===== config.mk =====
export PLATFORM = sky130hd
export DESIGN_NAME = vram_arbiter
export DESIGN_NICKNAME = d
export VERILOG_FILES = /design/src/rtl/vram_arb_pkg.sv /design/src/rtl/vram_rd_pipe.sv /design/src/rtl/vram_arbiter.sv
export SDC_FILE = /design/constraint.sdc
export NUM_CORES = 1
export LEC_CHECK = 0
export BUFFER_PORTS_ARGS = -buffer_cell sky130_fd_sc_hd__buf_4
export CORE_MARGIN = 3
export CORE_UTILIZATION = 48
export DETAILED_ROUTE_END_ITERATION = 8
export HOLD_SLACK_MARGIN = 0.06
export PLACE_DENSITY = 0.84
export REMOVE_ABC_BUFFERS = 1
export SKIP_CTS_REPAIR_TIMING = 1
export SLEW_MARGIN = 15
export SYNTH_ARGS = -nofsm -noshare
export SYNTH_HDL_FRONTEND = slang
export SYNTH_HIERARCHICAL = 1
export SYNTH_SLANG_ARGS = --single-unit
export TNS_END_PERCENT = 100

===== constraint.sdc =====
create_clock -name CLK_100MHz -period 5.6 [get_ports CLK_100MHz]
set_clock_uncertainty 0.2 [all_clocks]
set_input_delay 0.56 -clock CLK_100MHz [delete_from_list [all_inputs] [get_ports CLK_100MHz]]
set_output_delay 0.56 -clock CLK_100MHz [all_outputs]
set_load 0.005 [all_outputs]

===== src/rtl/vram_arb_pkg.sv =====
// Shared sizes and issue-state encoding for the VRAM arbiter.
package vram_arb_pkg;

  localparam int unsigned DEPTH  = 19200;
  localparam int unsigned ADDR_W = 15;
  localparam int unsigned DATA_W = 8;

  typedef enum logic [1:0] {
    IDLE = 2'd0,
    RD   = 2'd1,
    WR   = 2'd2
  } issue_e;

endpackage


===== src/rtl/vram_rd_pipe.sv =====
// Read return path: carries valid/out-of-range alongside the RAM latency and
// registers the returned pixel.
module vram_rd_pipe #(
  parameter int unsigned DATA_W = 8
) (
  input  logic              clk,
  input  logic              rst_n,
  input  logic              rd_issue,
  input  logic              rd_oor,
  input  logic [DATA_W-1:0] ram_rdata,
  output logic [DATA_W-1:0] disp_data,
  output logic              disp_valid
);

  logic valid_q;
  logic oor_q;

  // Stage aligned with the RAM's read-data cycle.
  always_ff @(posedge clk or negedge rst_n) begin
    if (!rst_n) begin
      valid_q <= 1'b0;
      oor_q   <= 1'b0;
    end else begin
      valid_q <= rd_issue;
      oor_q   <= rd_oor;
    end
  end

  // Out-of-range reads return black; data holds between valid pulses.
  always_ff @(posedge clk or negedge rst_n) begin
    if (!rst_n) begin
      disp_valid <= 1'b0;
      disp_data  <= '0;
    end else begin
      disp_valid <= valid_q;
      if (valid_q) begin
        disp_data <= oor_q ? '0 : ram_rdata;
      end
    end
  end

endmodule


===== src/rtl/vram_arbiter.sv =====
// Single-port VRAM arbiter: display reads always win, writes fill free slots.
// Optional VRAM_BLANK_WRITE_EN restricts writes to blanking intervals.
module vram_arbiter
  import vram_arb_pkg::*;
#(
  parameter int unsigned DEPTH  = vram_arb_pkg::DEPTH,
  parameter int unsigned ADDR_W = vram_arb_pkg::ADDR_W,
  parameter int unsigned DATA_W = vram_arb_pkg::DATA_W
) (
  input  logic              CLK_100MHz,
  input  logic              Reset_n,
  input  logic              Disp_Req,
  input  logic [ADDR_W-1:0] Disp_Addr,
  output logic [DATA_W-1:0] Disp_Data,
  output logic              Disp_Valid,
  input  logic              Blank,
  input  logic              Wr_Req,
  input  logic [ADDR_W-1:0] Wr_Addr,
  input  logic [DATA_W-1:0] Wr_Data,
  output logic              Wr_Ack,
  output logic              Ram_En,
  output logic              Ram_We,
  output logic [ADDR_W-1:0] Ram_Addr,
  output logic [DATA_W-1:0] Ram_Wdata,
  input  logic [DATA_W-1:0] Ram_Rdata
);

  issue_e issue;
  issue_e sel_c;
  logic   rd_oor;
  logic   disp_oor_c;
  logic   wr_oor_c;
  logic   blank_ok_c;

`ifdef VRAM_BLANK_WRITE_EN
  assign blank_ok_c = Blank;
`else
  // Blank is accepted but has no effect in this build.
  assign blank_ok_c = Blank | 1'b1;
`endif

  assign disp_oor_c = Disp_Addr >= ADDR_W'(DEPTH);
  assign wr_oor_c   = Wr_Addr >= ADDR_W'(DEPTH);

  // Selection; Wr_Ack high blocks re-issuing the write being acknowledged.
  always_comb begin
    sel_c = IDLE;
    if (Disp_Req) begin
      sel_c = RD;
    end else if (Wr_Req && !Wr_Ack && blank_ok_c) begin
      sel_c = WR;
    end
  end

  // Issue register and registered RAM port; address/data hold when idle.
  always_ff @(posedge CLK_100MHz or negedge Reset_n) begin
    if (!Reset_n) begin
      issue     <= IDLE;
      rd_oor    <= 1'b0;
      Ram_En    <= 1'b0;
      Ram_We    <= 1'b0;
      Ram_Addr  <= '0;
      Ram_Wdata <= '0;
      Wr_Ack    <= 1'b0;
    end else begin
      issue  <= sel_c;
      rd_oor <= 1'b0;
      Ram_En <= 1'b0;
      Ram_We <= 1'b0;
      Wr_Ack <= 1'b0;
      case (sel_c)
        RD: begin
          rd_oor <= disp_oor_c;
          if (!disp_oor_c) begin
            Ram_En   <= 1'b1;
            Ram_Addr <= Disp_Addr;
          end
        end
        WR: begin
          Wr_Ack <= 1'b1;
          if (!wr_oor_c) begin
            Ram_En    <= 1'b1;
            Ram_We    <= 1'b1;
            Ram_Addr  <= Wr_Addr;
            Ram_Wdata <= Wr_Data;
          end
        end
        default: ;
      endcase
    end
  end

  vram_rd_pipe #(
    .DATA_W(DATA_W)
  ) u_rd_pipe (
    .clk        (CLK_100MHz),
    .rst_n      (Reset_n),
    .rd_issue   (issue == RD),
    .rd_oor     (rd_oor),
    .ram_rdata  (Ram_Rdata),
    .disp_data  (Disp_Data),
    .disp_valid (Disp_Valid)
  );

endmodule


# After elaboration in Yosys (flattened, before gate mapping)
# Cells that the tools add are included.
# W data, S select, Z words.
[word_totals]
ff_bits = 40
[op_classes]
n_bitwise = 1
order_cmp = 2
mux = 12
eq_ne = 5
reduce_logical = 5
[ops]
columns = ["operator", "count"]
rows = [
  ["$ge A15 B15 Y1 const B", 2],
  ["$mux W15", 2],
  ["$pmux W15 S2", 1],
  ["$mux W8", 1],
  ["$mux W1", 5],
  ["$eq A2 B1 Y1 const B", 2],
  ["$mux W2", 2],
  ["$ne A2 B2 Y1 const B", 2],
  ["$reduce_and A3 Y1", 1],
  ["$eq A2 B2 Y1 const B", 1],
  ["$pmux W1 S2", 1],
  ["$reduce_and A2 Y1", 1],
  ["$reduce_bool A2 Y1", 1],
  ["$logic_and A1 B1 Y1", 1],
  ["$logic_not A1 Y1", 1],
  ["$not A1 Y1", 1],
]

# Longest topological paths before layout
[depth]
depth_word = 7
depth_mapped = 5
depth_no_buf = 4

# By module
# Netlist, hierarchy kept.
[by_module_without_submodules]
columns = ["module", "cells_per_inst", "area_per_inst_um2", "instances"]
rows = [
  ["vram_arbiter", 82, 1257.5, 1],
  ["vram_rd_pipe", 36, 416.6, 1],
]

# Worst setup path before layout
# Ideal clock, no wire load.
[synth_timing]
kind = "input -> register"
start = "in Disp_Req"
end = "reg Ram_Addr[14]"
arrival_time_ns = 1.816
setup_slack_ns = 3.457
cell_stages = 4
cell_sequence = "nor3b_4 -> buf_2 -> mux2_2 -> mux2_1"
[synth_between]
elab_chain_len = 4
word_cells_on_any_way = 8
classes_between = "eq/ne: 4; mux: 2; reduce/logical: 2"
[synth_rtl]
columns = ["element", "line", "text"]
rows = [
  ["from (decl)", "vram_arbiter.sv:12", "input logic Disp_Req,"],
  ["$mux W2 (*)", "vram_arbiter.sv:48", "if (Disp_Req) begin"],
  ["named net sel_c[1]", "vram_arbiter.sv:29", "issue_e sel_c;"],
  ["$eq A2 B2 Y1 or $eq A2 B1 Y1 (tied branches)", "vram_arbiter.sv:71", "case (sel_c)"],
  ["$ne A2 B2 Y1 (no line) or $reduce_bool A2 Y1 (tied branches)", "--", ""],
  ["$reduce_and A3 Y1 (no line)", "--", ""],
  ["to (signal assigned)", "vram_arbiter.sv:76", "Ram_Addr <= Disp_Addr;"],
  ["to (signal assigned)", "vram_arbiter.sv:84", "Ram_Addr <= Wr_Addr;"],
  ["to (decl)", "vram_arbiter.sv:23", "output logic [ADDR_W-1:0] Ram_Addr,"],
]
# Mark *: on every way through the listed nets, which the timed path passes. The rest lies on a longest branch.
# A chain may end at the register's enable or synchronous reset.

# Final worst setup path
[layout_timing]
start = "reg Wr_Ack"
end = "reg Ram_Addr[10]"
[layout_between]
elab_chain_len = 7
word_cells_on_any_way = 11
classes_between = "eq/ne: 4; mux: 3; reduce/logical: 4"
[layout_rtl]
columns = ["element", "line", "text"]
rows = [
  ["from (decl)", "vram_arbiter.sv:20", "output logic Wr_Ack,"],
  ["from (signal assigned)", "vram_arbiter.sv:64", "Wr_Ack <= 1'b0;"],
  ["from (signal assigned)", "vram_arbiter.sv:70", "Wr_Ack <= 1'b0;"],
  ["from (signal assigned)", "vram_arbiter.sv:80", "Wr_Ack <= 1'b1;"],
  ["$logic_not A1 Y1 (*)", "vram_arbiter.sv:50", "end else if (Wr_Req && !Wr_Ack && blank_ok_c) begin"],
  ["$logic_and A1 B1 Y1 (*)", "vram_arbiter.sv:50", ""],
  ["$mux W2 (*)", "vram_arbiter.sv:50", ""],
  ["$mux W2 (*)", "vram_arbiter.sv:48", ""],
  ["$eq A2 B2 Y1 or $eq A2 B1 Y1 (tied branches)", "vram_arbiter.sv:71", ""],
  ["$ne A2 B2 Y1 (no line) or $reduce_bool A2 Y1 (tied branches)", "--", ""],
  ["$reduce_and A3 Y1 (no line)", "--", ""],
]
# Mark *: on every way between the ends. The rest lies on a longest branch, timed or not.

==> results.md <==
Global routing:
- The first global-routing pass estimated 5.97 mm of wire.
- The largest net degree at the start of global routing is 40.
- The via count of the first global-routing pass was approximately 1.3k.
- In the global route stage, overall resource usage came out at approximately a fifth.
- The leftover overflow at the end of global routing is 0.
- The initial antenna violation count is 0.

STA:
- The hold slack is 161 ps.
- The relative slew slack is 39.3%.
- For this run, the top clock speed supported by timing is 0.404 GHz.
- Setup repair after global routing left no endpoint under its margin.
- The aggregate negative setup slack is 0 ps.
- In the post-route analysis, the smallest setup slack over all paths is 3120 ps.
- The number of pins exceeding their max-slew limit in the final report is 0.
- The count of final hold-check violations came to 0.
- The final clock period utilization by the worst path is about 44%.
- The time the final worst path needs with I/O delays and setup is 2480 ps.
- Setup violations remaining at the end of the flow were counted as 0.
- The pin slew with the least headroom to its limit is 909 ps.

Logic synthesis:
- The yosys synthesis warning count is 6.
- The simple logic cell fraction of the synthesized area is 6.58%.
- In this run the cell area of the synthesized design comes to 1670 um^2.
- The area fraction of the dominant cell type after synthesis is around 60%.
- The post-synthesis xor/xnor area fraction is 0%.
- In the synthesized netlist, the cells that appear most often are sky130_fd_sc_hd__dfrtp_1, sky130_fd_sc_hd__mux2_2, sky130_fd_sc_hd__inv_1, sky130_fd_sc_hd__mux2_1, sky130_fd_sc_hd__nand3b_1.
- Synthesis inferred 39 register bits.
- In the post-synthesis netlist, the biggest area contributors are sky130_fd_sc_hd__dfrtp_1, sky130_fd_sc_hd__mux2_2, sky130_fd_sc_hd__mux2_1, sky130_fd_sc_hd__nand3b_1, sky130_fd_sc_hd__inv_1.
- The most common flop cell mapped by yosys is sky130_fd_sc_hd__dfrtp_1.
- Summing the areas of all compound-gate instances in the mapped netlist gives 5.90% of the synthesized area.
- The cell type with the highest aggregate area in the netlist is sky130_fd_sc_hd__dfrtp_1.
- The number of distinct library cells after synthesis is 17.
- Yosys mapped a number of flops with a built-in enable equal to 0.
- By area, the combinational part of the netlist is dominated by multiplexers.
- In this run the mean area of a mapped cell was ~14 um^2.
- Yosys instantiated no cell more often than sky130_fd_sc_hd__dfrtp_1.
- After Yosys synthesis, full adders, half adders and majority gates account for 0% of the synthesized area.
- The sequential share of the synthesized area is 58.3%.
- The mux cell area share after synthesis is 25.6%.
- The number of standard cells after synthesis is roughly 120.
- Counting flops with an async set or reset pin after synthesis yields a share of 100%.

Floorplanning:
- The number of standard-cell rows in the floorplan is 20.
- The floorplan die area is 4230 um^2.
- The die boundary height is 65.1 um.
- The region available for standard cell placement spans 3180 um^2.
- The die is 65.1 um wide.
- 86 I/O pins were placed.
- The initial utilization of the core area, before any placement, comes to between 50% and 60%.

Critical path:
- The number of cells on the worst reg-to-reg path is 4.
- For the worst setup path, the data arrival time is 2500 ps.
- The setup slack of the most critical reg-to-reg path is 3120 ps.
- In this run the critical register-to-register path is launched from Wr_Ack$_DFF_PN0_.
- The capture point of the worst reg-to-reg path is Ram_Addr[10]$_DFFE_PN0P_.
- The worst setup path is of the reg2reg kind.
- The type of element capturing the critical path is a flop.
- In this run the worst path has a maximum fanout of 17.
- Data on the critical path is required at its endpoint by between 5000 and 6000 ps.
- The startpoint type of the worst setup path is a flop.

Pwr:
- The internal power of the cells totals 586 uW.
- The power density over the cells is 311 nW/um^2.
- The switching fraction of total power is between 20% and 30%.
- The static leakage power is 1.18 nW.
- Per report_power, the combinational group accounts for 23.6% of the total.
- Of the total power, the clock network draws between 20% and 30%.
- The total power of the final layout is 761 uW.
- VDD sags by at most 0.224 mV.
- The register share of total power is 46.6%.
- The net switching power of the design is 175 uW.

CTS:
- At the later pin of the worst-skew pair, clock insertion delay measures between 300 and 400 ps.
- TritonCTS built the clock tree.
- The deepest level of the CTS H-tree is 2.
- The clock-pin slew reported for the worst setup and hold paths after clock tree synthesis is around 110 ps.
- Clock tree synthesis selected as its root buffer the cell sky130_fd_sc_hd__clkbuf_4.
- The clock tree buffer depth is 2.
- The clock drives 39 sinks.
- The CTS buffer count is 5.

Layout:
- The number of antenna diodes in the final layout is 0.
- In the final layout, the share of cells above drive strength 1 is between 50% and 60%.
- The filler cells instantiated in the layout total 220.
- The share of the core filled with cells is 76.9%.
- The area added between synthesis and finish is 46.0%.
- After the last flow step, the layout net total stands at 258.
- Leaving out filler cells and counting taps, the final layout contains approximately 250.
- The post-layout instance area is 2440 um^2.

Placement:
- The number of placed instances, taps included, is roughly 240.
- The final weighted congestion in routability-driven placement is 0.674.
- The post-detailed-placement half-perimeter wirelength is 2.80 mm.
- Input and output buffers added on the ports amount to 84.
- The pre-CTS worst setup slack is 2820 ps.
- Summing all placed instances gives a cell area of 2330 um^2.

Detailed routing:
- The number of optimization iterations in the first detailed-route pass is 4.
- The overall via count from detail_route is between 1k and 1.5k.
- The number of design-rule violations left by the first detailed-router iteration is 62.
- Summed over all layers, the routed wires come to between 3 and 4 mm.
- The count of nets left with antenna violations once routing finished came out at 0.
- The detailed-route vias per instance is about 5.1.
- The detailed-route DRC error count is 0.
- Dividing the detail-routed wire length by the instance count gives 14.4 um.

Worst hold path:
- The worst hold path passes through 0 cells.
- The worst-case hold path end point is u_rd_pipe/oor_q$_DFF_PN0_.
- In this run the most critical hold path is launched from rd_oor$_DFF_PN0_.
- In this run the worst hold path is classified as reg2reg.

Outcome:
- The run finished with clean final reports.

Job:
- The reported max-cap violation count is 0.
-- flip-flops by register name, indices dropped and copies added, names as in the netlist --
signal                cells
Ram_Wdata                 8
u_rd_pipe/oor_q           1
u_rd_pipe/disp_valid      1
rd_oor                    1
u_rd_pipe/disp_data       8
Ram_We                    1
Ram_Addr                 15
u_rd_pipe/valid_q         1
Ram_En                    1
Wr_Ack                    1
issue                     1
-- layer usage --
metal	track usage, %	vias up	share of wire [%]
met5	0	-	0
met2	30.1	69	48
met4	7.51	0	1.8
li1	-	594	-
met3	8.49	8	13
met1	21.7	608	38
-- critical path: stages (launching register included) --
cell and delay [ps]:
sky130_fd_sc_hd__dfrtp_1 430, sky130_fd_sc_hd__nor3b_4 760, sky130_fd_sc_hd__o211ai_4 310, sky130_fd_sc_hd__nand2_4 300, sky130_fd_sc_hd__mux2_2 370
-- cells by family (layout without fill, tap and decap cells) --
group	after synthesis	after routing
compound gates	15	15
flops	39	39
mux	38	38
simple gates	14	14
buf+inv	12	102
-- cells in the final DEF (no fill, tap or decap), types with 4 or more instances in the layout --
cell type,count
sky130_fd_sc_hd__buf_4,84
sky130_fd_sc_hd__clkbuf_4,5
sky130_fd_sc_hd__dfrtp_1,39
sky130_fd_sc_hd__inv_1,9
sky130_fd_sc_hd__mux2_1,9
sky130_fd_sc_hd__mux2_2,29
sky130_fd_sc_hd__nand3b_1,8
sky130_fd_sc_hd__o21ai_0,6
sky130_fd_sc_hd__o21ai_1,4
-- worst max-delay path by stage --
stage                           from                       end  cells past startpoint
floorplan                   Disp_Req   Ram_Addr[0]$_DFFE_PN0P_                      4
global placement            Disp_Req  Ram_Addr[11]$_DFFE_PN0P_                      5
detailed placement          Disp_Req  Ram_Addr[10]$_DFFE_PN0P_                      5
CTS                 Wr_Ack$_DFF_PN0_  Ram_Addr[10]$_DFFE_PN0P_                      4
global route        Wr_Ack$_DFF_PN0_  Ram_Addr[10]$_DFFE_PN0P_                      4
finish              Wr_Ack$_DFF_PN0_  Ram_Addr[10]$_DFFE_PN0P_                      4
-- power by group through the flow --
stage	Sequential (mW)	Combinational [mW]	Clock, mW
final	0.354	0.180	0.227
after global routing	0.362	0.196	0.248
after CTS	0.355	0.182	0.234
after detailed placement	0.360	0.182	0
after global placement	0.357	0.176	0
after floorplan	0.362	0.0596	0
-- layout make-up --
type	count	area, um^2	area share (%)
Multi-Input combinational cell	67	637	26.1
Timing Repair Buffer	85	641	26.2
Clock inverter	2	60.1	2.46
Clock buffer	6	41.3	1.69
Tap cell	44	55.1	2.25
Sequential cell	39	976	39.9
Inverter	9	33.8	1.38
(Power assumes the default switching activity.)
